==> src/rtl/spi_seq_pkg.sv <==
// Shared constants and FSM state type for the SPI APB sequencer.
package spi_seq_pkg;

  localparam logic [7:0] ADDR_CR1 = 8'h00;
  localparam logic [7:0] ADDR_BDR = 8'h08;
  localparam logic [7:0] ADDR_SR  = 8'h0C;
  localparam logic [7:0] ADDR_DR  = 8'h10;

  localparam int unsigned SR_TXCR   = 2;
  // SPE | MSTR: the peripheral is always enabled as master.
  localparam logic [7:0]  CR1_FORCE = 8'h18;

  typedef enum logic [2:0] {
    S_IDLE,
    S_GRANT,
    S_CFG_CR1,
    S_CFG_BDR,
    S_WR_DATA,
    S_POLL,
    S_RD_DATA,
    S_DONE
  } state_e;

endpackage

==> src/rtl/rr_arbiter.sv <==
// Combinational round-robin arbiter: first request at or above ptr_i, wrapping.
module rr_arbiter #(
  parameter  int unsigned NREQ = 2,
  localparam int unsigned IW   = (NREQ > 1) ? $clog2(NREQ) : 1
) (
  input  logic [IW-1:0]   ptr_i,
  input  logic [NREQ-1:0] req_i,
  output logic [NREQ-1:0] gnt_o,
  output logic [IW-1:0]   idx_o,
  output logic            valid_o
);

  int unsigned c;

  always_comb begin
    gnt_o   = '0;
    idx_o   = '0;
    valid_o = 1'b0;
    c       = 0;
    for (int unsigned k = 0; k < NREQ; k++) begin
      c = (int'(ptr_i) + k) % NREQ;
      if (!valid_o && req_i[c]) begin
        valid_o  = 1'b1;
        gnt_o[c] = 1'b1;
        idx_o    = IW'(c);
      end
    end
  end

endmodule

==> src/rtl/spi_apb_sequencer.sv <==
// APB master serialising byte transfers from NREQ clients onto one SPI peripheral,
// reprogramming CR1/BDR only when the winner's settings differ from the shadow copy.
module spi_apb_sequencer
  import spi_seq_pkg::*;
#(
  parameter  int unsigned NREQ     = 2,
  parameter  int unsigned addr     = 32,
  parameter  int unsigned data     = 32,
  parameter  int unsigned POLL_MAX = 1024,
  localparam int unsigned IW       = (NREQ > 1) ? $clog2(NREQ) : 1
) (
  input  logic              PCLK,
  input  logic              PRESET,
  input  logic [NREQ-1:0]   req,
  input  logic [NREQ*8-1:0] req_cr1,
  input  logic [NREQ*8-1:0] req_bdr,
  input  logic [NREQ*8-1:0] req_tx,
  output logic [NREQ-1:0]   ack,
  output logic [NREQ-1:0]   err,
  output logic [7:0]        rx,
  output logic              busy,
  output logic              PSEL,
  output logic              PENABLE,
  output logic              PWRITE,
  output logic [addr-1:0]   PADDR,
  output logic [data-1:0]   PWDATA,
  input  logic [data-1:0]   PRDATA
);

  localparam int unsigned CW = (POLL_MAX > 1) ? $clog2(POLL_MAX) : 1;

  state_e          state_q;
  logic            phase_q;
  logic [IW-1:0]   g_q;
  logic [NREQ-1:0] goh_q;
  logic [IW-1:0]   ptr_q;
  logic            cfg_valid_q;
  logic [7:0]      cr1_q;
  logic [7:0]      bdr_q;
  logic [CW-1:0]   pcnt_q;
  logic [NREQ-1:0] ack_q;
  logic [NREQ-1:0] err_q;
  logic [7:0]      rx_q;
  logic            psel_q;
  logic            penable_q;
  logic            pwrite_q;
  logic [addr-1:0] paddr_q;
  logic [data-1:0] pwdata_q;

  logic [NREQ-1:0] win_oh;
  logic [IW-1:0]   win_idx;
  logic            win_valid;

  logic [7:0] cr1_sel;
  logic [7:0] bdr_sel;
  logic [7:0] tx_sel;
  logic [7:0] cr1_d;
  logic [IW-1:0] ptr_d;

  logic unused_prdata;
  assign unused_prdata = ^PRDATA[data-1:8];

  rr_arbiter #(.NREQ(NREQ)) u_arb (
    .ptr_i  (ptr_q),
    .req_i  (req),
    .gnt_o  (win_oh),
    .idx_o  (win_idx),
    .valid_o(win_valid)
  );

  always_comb begin
    cr1_sel = '0;
    bdr_sel = '0;
    tx_sel  = '0;
    for (int unsigned i = 0; i < NREQ; i++) begin
      if (g_q == IW'(i)) begin
        cr1_sel = req_cr1[8*i +: 8];
        bdr_sel = req_bdr[8*i +: 8];
        tx_sel  = req_tx[8*i +: 8];
      end
    end
  end

  assign cr1_d = cr1_sel | CR1_FORCE;
  assign ptr_d = (g_q == IW'(NREQ-1)) ? '0 : g_q + IW'(1);

  always_ff @(posedge PCLK) begin
    if (PRESET) begin
      state_q     <= S_IDLE;
      phase_q     <= 1'b0;
      g_q         <= '0;
      goh_q       <= '0;
      ptr_q       <= '0;
      cfg_valid_q <= 1'b0;
      cr1_q       <= '0;
      bdr_q       <= '0;
      pcnt_q      <= '0;
      ack_q       <= '0;
      err_q       <= '0;
      rx_q        <= '0;
      psel_q      <= 1'b0;
      penable_q   <= 1'b0;
      pwrite_q    <= 1'b0;
      paddr_q     <= '0;
      pwdata_q    <= '0;
    end else begin
      ack_q <= '0;
      err_q <= '0;
      case (state_q)
        S_IDLE: begin
          if (win_valid) begin
            g_q     <= win_idx;
            goh_q   <= win_oh;
            state_q <= S_GRANT;
          end
        end
        S_GRANT: begin
          psel_q    <= 1'b1;
          penable_q <= 1'b0;
          phase_q   <= 1'b0;
          pwrite_q  <= 1'b1;
          if (!cfg_valid_q || cr1_d != cr1_q || bdr_sel != bdr_q) begin
            state_q  <= S_CFG_CR1;
            paddr_q  <= addr'(ADDR_CR1);
            pwdata_q <= data'(cr1_d);
          end else begin
            state_q  <= S_WR_DATA;
            paddr_q  <= addr'(ADDR_DR);
            pwdata_q <= data'(tx_sel);
          end
        end
        S_CFG_CR1, S_CFG_BDR, S_WR_DATA, S_POLL, S_RD_DATA: begin
          // Shared SETUP->ACCESS step; the per-state work below happens at ACCESS
          // and sets up the next SETUP so PSEL never drops between accesses.
          if (!phase_q) begin
            phase_q   <= 1'b1;
            penable_q <= 1'b1;
          end else begin
            phase_q   <= 1'b0;
            penable_q <= 1'b0;
            case (state_q)
              S_CFG_CR1: begin
                cr1_q    <= cr1_d;
                state_q  <= S_CFG_BDR;
                paddr_q  <= addr'(ADDR_BDR);
                pwdata_q <= data'(bdr_sel);
              end
              S_CFG_BDR: begin
                bdr_q       <= bdr_sel;
                cfg_valid_q <= 1'b1;
                state_q     <= S_WR_DATA;
                paddr_q     <= addr'(ADDR_DR);
                pwdata_q    <= data'(tx_sel);
              end
              S_WR_DATA: begin
                state_q  <= S_POLL;
                pwrite_q <= 1'b0;
                paddr_q  <= addr'(ADDR_SR);
                pwdata_q <= '0;
                pcnt_q   <= '0;
              end
              S_POLL: begin
                if (PRDATA[SR_TXCR]) begin
                  state_q <= S_RD_DATA;
                  paddr_q <= addr'(ADDR_DR);
                end else if (pcnt_q == CW'(POLL_MAX-1)) begin
                  err_q   <= goh_q;
                  ptr_q   <= ptr_d;
                  psel_q  <= 1'b0;
                  state_q <= S_IDLE;
                end else begin
                  pcnt_q <= pcnt_q + CW'(1);
                end
              end
              default: begin
                rx_q    <= PRDATA[7:0];
                ack_q   <= goh_q;
                psel_q  <= 1'b0;
                state_q <= S_DONE;
              end
            endcase
          end
        end
        S_DONE: begin
          ptr_q   <= ptr_d;
          state_q <= S_IDLE;
        end
        default: state_q <= S_IDLE;
      endcase
    end
  end

  assign ack     = ack_q;
  assign err     = err_q;
  assign rx      = rx_q;
  assign busy    = (state_q != S_IDLE);
  assign PSEL    = psel_q;
  assign PENABLE = penable_q;
  assign PWRITE  = pwrite_q;
  assign PADDR   = paddr_q;
  assign PWDATA  = pwdata_q;

endmodule

==> config.mk <==
export PLATFORM = sky130hd
export DESIGN_NAME = spi_apb_sequencer
export DESIGN_NICKNAME = d
export VERILOG_FILES = /design/src/rtl/spi_seq_pkg.sv /design/src/rtl/rr_arbiter.sv /design/src/rtl/spi_apb_sequencer.sv
export SDC_FILE = /design/constraint.sdc
export NUM_CORES = 1
export LEC_CHECK = 0
export ABC_AREA = 1
export BUFFER_PORTS_ARGS = -buffer_cell sky130_fd_sc_hd__buf_2
export CAP_MARGIN = 5
export CORE_ASPECT_RATIO = 2
export CORE_MARGIN = 2
export CORE_UTILIZATION = 45
export DETAILED_ROUTE_END_ITERATION = 7
export PLACE_DENSITY = 0.76
export SLEW_MARGIN = 20
export SYNTH_ARGS = -nofsm -noshare
export SYNTH_HDL_FRONTEND = slang
export SYNTH_HIERARCHICAL = 1
export SYNTH_SLANG_ARGS = --single-unit
==> constraint.sdc <==
create_clock -name PCLK -period 4.7 [get_ports PCLK]
set_input_delay 0.235 -clock PCLK [delete_from_list [all_inputs] [get_ports PCLK]]
set_output_delay 0.235 -clock PCLK [all_outputs]
set_load 0.01 [all_outputs]
# Yosys cells after proc, flatten, opt, wreduce, memory -nomap -nowiden
# Cells that the tools add are included.
[totals]
elab_cells = 134
inputBits = 84
out_inout_bits = 80
register_bits = 113
[classes]
n_addsub = 3
n_lt_le_gt_ge = 4
n_reduce_logical = 28
muxes = 52
eq_ne = 25
bitwise_logic = 6
[op_table]
columns = ["op", "n"]
rows = [
  ["$pmux 32 s2", 2],
  ["$pmux 32 s4", 1],
  ["$mux 32", 3],
  ["$pmux 32 s3", 1],
  ["$mux 8", 4],
  ["$pmux 3 s4", 2],
  ["$mux 1", 21],
  ["$mux 10", 2],
  ["$pmux 10 s2", 1],
  ["$reduce_and 3->1", 6],
  ["$ne 2x2->1 const B", 8],
  ["$ne 8x8->1", 2],
  ["$mux 3", 5],
  ["$reduce_and 5->1", 3],
  ["$eq 3x3->1 const B", 4],
  ["$add 10x1->10 const B", 1],
  ["$eq 10x10->1 const B", 1],
  ["$pmux 1 s2", 5],
  ["$ne 3x3->1 const B", 3],
  ["$ne 4x4->1 const B", 2],
  ["$reduce_or 7->1", 1],
  ["$eq 3x2->1 const B", 2],
  ["$reduce_bool 2->1", 3],
  ["$reduce_or 6->1", 1],
  ["21 further kinds", 34],
]

# Logic depth before layout (Yosys ltp)
[depth]
depth_word = 8
ltp_mapped = 14
ltp_nobuf = 13

# Modules after synthesis
# Netlist, hierarchy kept.
[by_module_without_submodules]
columns = ["module", "area_each_um2", "cells_each", "instances", "seq_area_each_um2"]
rows = [
  ["spi_apb_sequencer", 3736.1, 590, 1, 1181.1],
  ["rr_arbiter", 30.0, 7, 1, 0.0],
]

# Worst setup path after synthesis
# Ideal clock, no wire load.
[synth_path]
path_type = "reg-to-reg"
startpoint = "register state_q[2]"
endpoint = "register psel_q (netlist: PSEL)"
t_required_ps = 4587
period_less_slack_ps = 1558
setup_ps = 113
setup_slack_ps = 3142
n_path_buf = 1
stages_incl_launch_ff = 15
arrival_ps = 1445
cell_sequence = "dfxtp_1 > inv_2 > nand2_2 > nand2_2 > nor2_2 > buf_6 > nor2_2 > inv_2 > nand2_2 > inv_2 > nand3_1 > a21oi_1 > nand2_1 > nand2_1 > nor2_1"
[synth_between]
elab_chain_len = 5
word_cells_on_any_way = 17
cone_classes = "eq/ne: 10; mux: 3; reduce/logical: 4"
[synth_lines]
columns = ["element", "line", "text"]
rows = [
  ["from (decl)", "spi_apb_sequencer.sv:32", "state_e state_q;"],
  ["from (signal assigned)", "spi_apb_sequencer.sv:89", "state_q <= S_IDLE;"],
  ["from (signal assigned)", "spi_apb_sequencer.sv:114", "state_q <= S_GRANT;"],
  ["from (signal assigned)", "spi_apb_sequencer.sv:123", "state_q <= S_CFG_CR1;"],
  ["$eq 3x2->1 or $eq 3x3->1 (tied branches)", "spi_apb_sequencer.sv:109, spi_apb_sequencer.sv:141", ""],
  ["$reduce_or 3->1 (no source line)", "n/a", ""],
  ["$pmux 1 s2", "spi_apb_sequencer.sv:141", "case (state_q)"],
  ["$mux 1", "spi_apb_sequencer.sv:135", "if (!phase_q) begin"],
  ["$pmux 1 s2", "spi_apb_sequencer.sv:109", "case (state_q)"],
  ["to (signal assigned)", "spi_apb_sequencer.sv:101", "psel_q <= 1'b0;"],
  ["to (signal assigned)", "spi_apb_sequencer.sv:118", "psel_q <= 1'b1;"],
  ["to (signal assigned)", "spi_apb_sequencer.sv:169", "psel_q <= 1'b0;"],
  ["to (decl)", "spi_apb_sequencer.sv:44", "logic psel_q;"],
]
# Several ways; a longest one is shown, not always the timed one. The select of a mux whose other input is x is not followed.
# A chain may end at the register's enable or synchronous reset.

# Final worst setup path
[layout_path]
startpoint = "register state_q[0]"
endpoint = "register pwdata_q[6] (netlist: PWDATA[6])"
[layout_between]
elab_chain_len = 4
word_cells_on_any_way = 14
cone_classes = "eq/ne: 8; mux: 3; reduce/logical: 3"
[layout_lines]
columns = ["element", "line", "text"]
rows = [
  ["$eq 3x3->1, or another cell as far along", "spi_apb_sequencer.sv:109", ""],
  ["$reduce_or 5->1 or $pmux 32 s3 (tied branches)", "spi_apb_sequencer.sv:109, spi_apb_sequencer.sv:141", ""],
  ["$ne 4x4->1 (no source line), or another cell as far along", "n/a", ""],
  ["$reduce_and 3->1 (no source line) or $pmux 32 s2 (tied branches)", "n/a", ""],
  ["to (signal assigned)", "spi_apb_sequencer.sv:125", "pwdata_q <= data'(cr1_d);"],
  ["to (signal assigned)", "spi_apb_sequencer.sv:129", "pwdata_q <= data'(tx_sel);"],
  ["to (signal assigned)", "spi_apb_sequencer.sv:146", "pwdata_q <= data'(bdr_sel);"],
  ["to (decl)", "spi_apb_sequencer.sv:48", "logic [data-1:0] pwdata_q;"],
]
# Several ways; a longest one is shown, not always the timed one. The select of a mux whose other input is x is not followed.

==> results.cfg <==
[routing]
drc = 0
drt_iter0_drc = 212
ant_nets = 0
num_vias = 3849
drtPass1Iterations = 4
via_per_inst = 5.02
wl_per_cell_um = 13.2
routed_wl_um = 10100

[setup_path]
worstPathRequired_ps = 4910
worst-r2r-setup-slack_ps = 1590
rr_worst_depth = 11
cp.arrival_ps = 3320
r2r_end = PWDATA[6]
cp-end-kind = flip-flop
worst-path-max-fanout = 20
start_kind = flip-flop
crit_type = reg2reg
crit-reg2reg-launch = state_q[0]

[power]
total_power_uw = 2130
switching_share = 0.427
power.density_nw_per_um2 = 503
intPower_uw = 1220
ir_drop_uv = 253
seqPwrFrac = 0.296
combPwrFrac = 0.435
clock_power_share = 0.269
p_sw_uw = 910
p_leak_uw = 0.00208

[logic_synthesis]
ys_seq_elements = 59
netlist_area_um2 = 3770
yosysTopAreaCellShare = 0.314
ys_top_cells_by_area = dfxtp_1 31%, nand2_1 16%, buf_4 12%
avgSynthCellArea_um2 = 6.31
synth_cell_types = 29
ys_warn_count = 6
ys_seq_area_frac = 0.314
synth_area_leader_cell = dfxtp_1
netlist_instances = 597

[grt]
gr-total-overflow = 0
grt_pass1_vias = 3620
antenna_found_initial = 0
grt_first_pass_wirelength_um = 15800
grtUsageTotal = 0.228
grt_max_degree = 31

[floorplanning]
fp.dieW_um = 68.7
initial_utilization = 0.461
core-area_um2 = 8170
die_h_um = 133
die_area_um2 = 9160
num_rows = 47
num_io_pins = 164

[placed_design]
placed_area_um2 = 3980
hpwl_um = 7700
io_buffers = 82
gp_congestion = 0.924

[timing]
tns_ps = 0
setup_violations = 0
min_period_ps = 3110
drv_slew = 0
slew_headroom = 0.430
rsz0062_at_grt = false
period_share = 0.663
finalHoldViolations = 0
skew_ps = 4.74
worst-slew-pin-transition_ps = 853
clock.fmax_ghz = 0.321

[worst_hold_path]
min_to = rx[3]
hold_start = PRDATA[3]
hold_depth = 3
hp-class = in2reg

[run_status]
status = finished clean

[final_layout]
final_util = 0.518
nFillCells = 851
finalNetCount = 753
antenna_cells = 0
area_growth_pct = 12.5
fin_area_um2 = 4240
layout-drive-gt1-share = 0.176

[clock_tree]
cts_made_buffers = 9
cts_sinks = 59
cts_hold_buf = 0
clockRootBuffer = clkbuf_16
cts_setup_buffers = 0
cts_buffer_depth = 2
cts_htree_levels = 3
cts_resized = 0
clock_latency_ps = 320
cts.clk_slew.worst_paths_ps = 50
cts_tree = done

[job]
maxCapViolCount = 0
-- worst max-delay path by stage --
stage | start | end | slack, ps | cells after the start
4_1_cts | state_q[0] | pcnt_q[3] | 1650 | 10
2_1_floorplan | state_q[2] | PSEL | 3140 | 14
5_1_grt | state_q[0] | pcnt_q[3] | 1320 | 10
6_report | state_q[0] | PWDATA[6] | 1590 | 11
3_5_place_dp | state_q[0] | pcnt_q[3] | 1680 | 10
3_3_place_gp | g_q | state_q[1] | 1770 | 12
-- power groups by stage --
stage | registers, uW | clock network [uW] | logic (uW)
2_1_floorplan | 636 | 0 | 733
3_3_place_gp | 633 | 0 | 897
3_5_place_dp | 637 | 0 | 919
4_1_cts | 628 | 582 | 923
5_1_grt | 637 | 609 | 1050
6_report | 630 | 573 | 928
-- sequential cells by signal, summed over array words and instances (netlist names), 2 cells and up --
name and count:
pcnt_q 10, PWDATA 8, ack 2, state_q 3
goh_q 2, bdr_q 8, rx 8, PADDR 3
cr1_q 7, err 2
-- through the flow --
stage | setup WS, ps | instances | hold WS (ps)
CTS | 1650 | 767 | 182
global route | 1320 | 767 | 187
floorplan | 3140 | 649 | 403
detailed placement | 1680 | 755 | 444
global placement | 1770 | 755 | 437
finish | 1590 | 767 | 181
-- cells in the final DEF (no fill, tap or decap), drive strengths merged, types with 12 or more instances in the layout --
master | synthesis | final
dfxtp | 59 | 59
inv | 67 | 67
a21oi | 63 | 63
nand2 | 162 | 162
buf | 64 | 83
clkbuf | 11 | 12
nand3 | 50 | 50
o21ai | 38 | 38
conb | 1 | 53
nor2 | 45 | 45
-- cell type report --
type / count / area [um2] / share of cell area
Multi-Input combinational cell: 448 / 2010 / 0.474
Tap cell: 98 / 123 / 0.0290
Sequential cell: 59 / 1180 / 0.279
Clock buffer: 12 / 256 / 0.0606
Inverter: 67 / 251 / 0.0594
Timing Repair Buffer: 83 / 418 / 0.0987
-- cell usage after synthesis --
| master | instances |
|---|---|
| nand2_1 | 159 |
| a21oi_1 | 62 |
| inv_1 | 61 |
| buf_4 | 60 |
| dfxtp_1 | 59 |
| nand3_1 | 50 |
| nor2_1 | 41 |
| o21ai_0 | 28 |
| clkbuf_1 | 11 |
| o21ai_1 | 10 |
| nand4_1 | 9 |
| or2_2 | 9 |
| nor3_1 | 7 |
| inv_2 | 6 |
| nor2_2 | 4 |
| nand2_2 | 3 |
| a211oi_1 | 2 |
| buf_6 | 2 |
| nand3b_1 | 2 |
| o311ai_0 | 2 |
| xnor2_1 | 2 |
| a211oi_2 | 1 |
| a21oi_2 | 1 |
| buf_1 | 1 |
| buf_2 | 1 |
| conb_1 | 1 |
| ha_1 | 1 |
| nor4_1 | 1 |
| xor2_1 | 1 |
-- cells by family after synthesis --
family,Yosys count,synth area share
flip-flops,59,0.314
adder cells (fa/ha/maj),1,0.00332
buffers and inverters,142,0.206
AND/OR/NAND/NOR,285,0.322
AO/OA/AOI/OAI,106,0.147
other,1,0.000996
XOR/XNOR,3,0.00698
-- layer usage --
layer,vias to the layer above,wire (um),global-route usage,share of wire
met3,31,574,0.0380,0.057
met2,149,5540,0.419,0.55
met1,1726,3520,0.218,0.35
met5,-,0,0,0
met4,0,477,0.146,0.047
li1,1943,-,-,-
-- critical path, stage by stage (launching register included) --
cell and delay (ps):
dfxtp_1 470, inv_2 130, nand2_1 180, nor2_1 210, nor2_2 670, inv_1 220
nand2_1 160, a21oi_1 70, nor2_2 410, inv_1 220, nor2_1 160, a21oi_1 90
No activity file was read; power rests on OpenSTA's default activity.
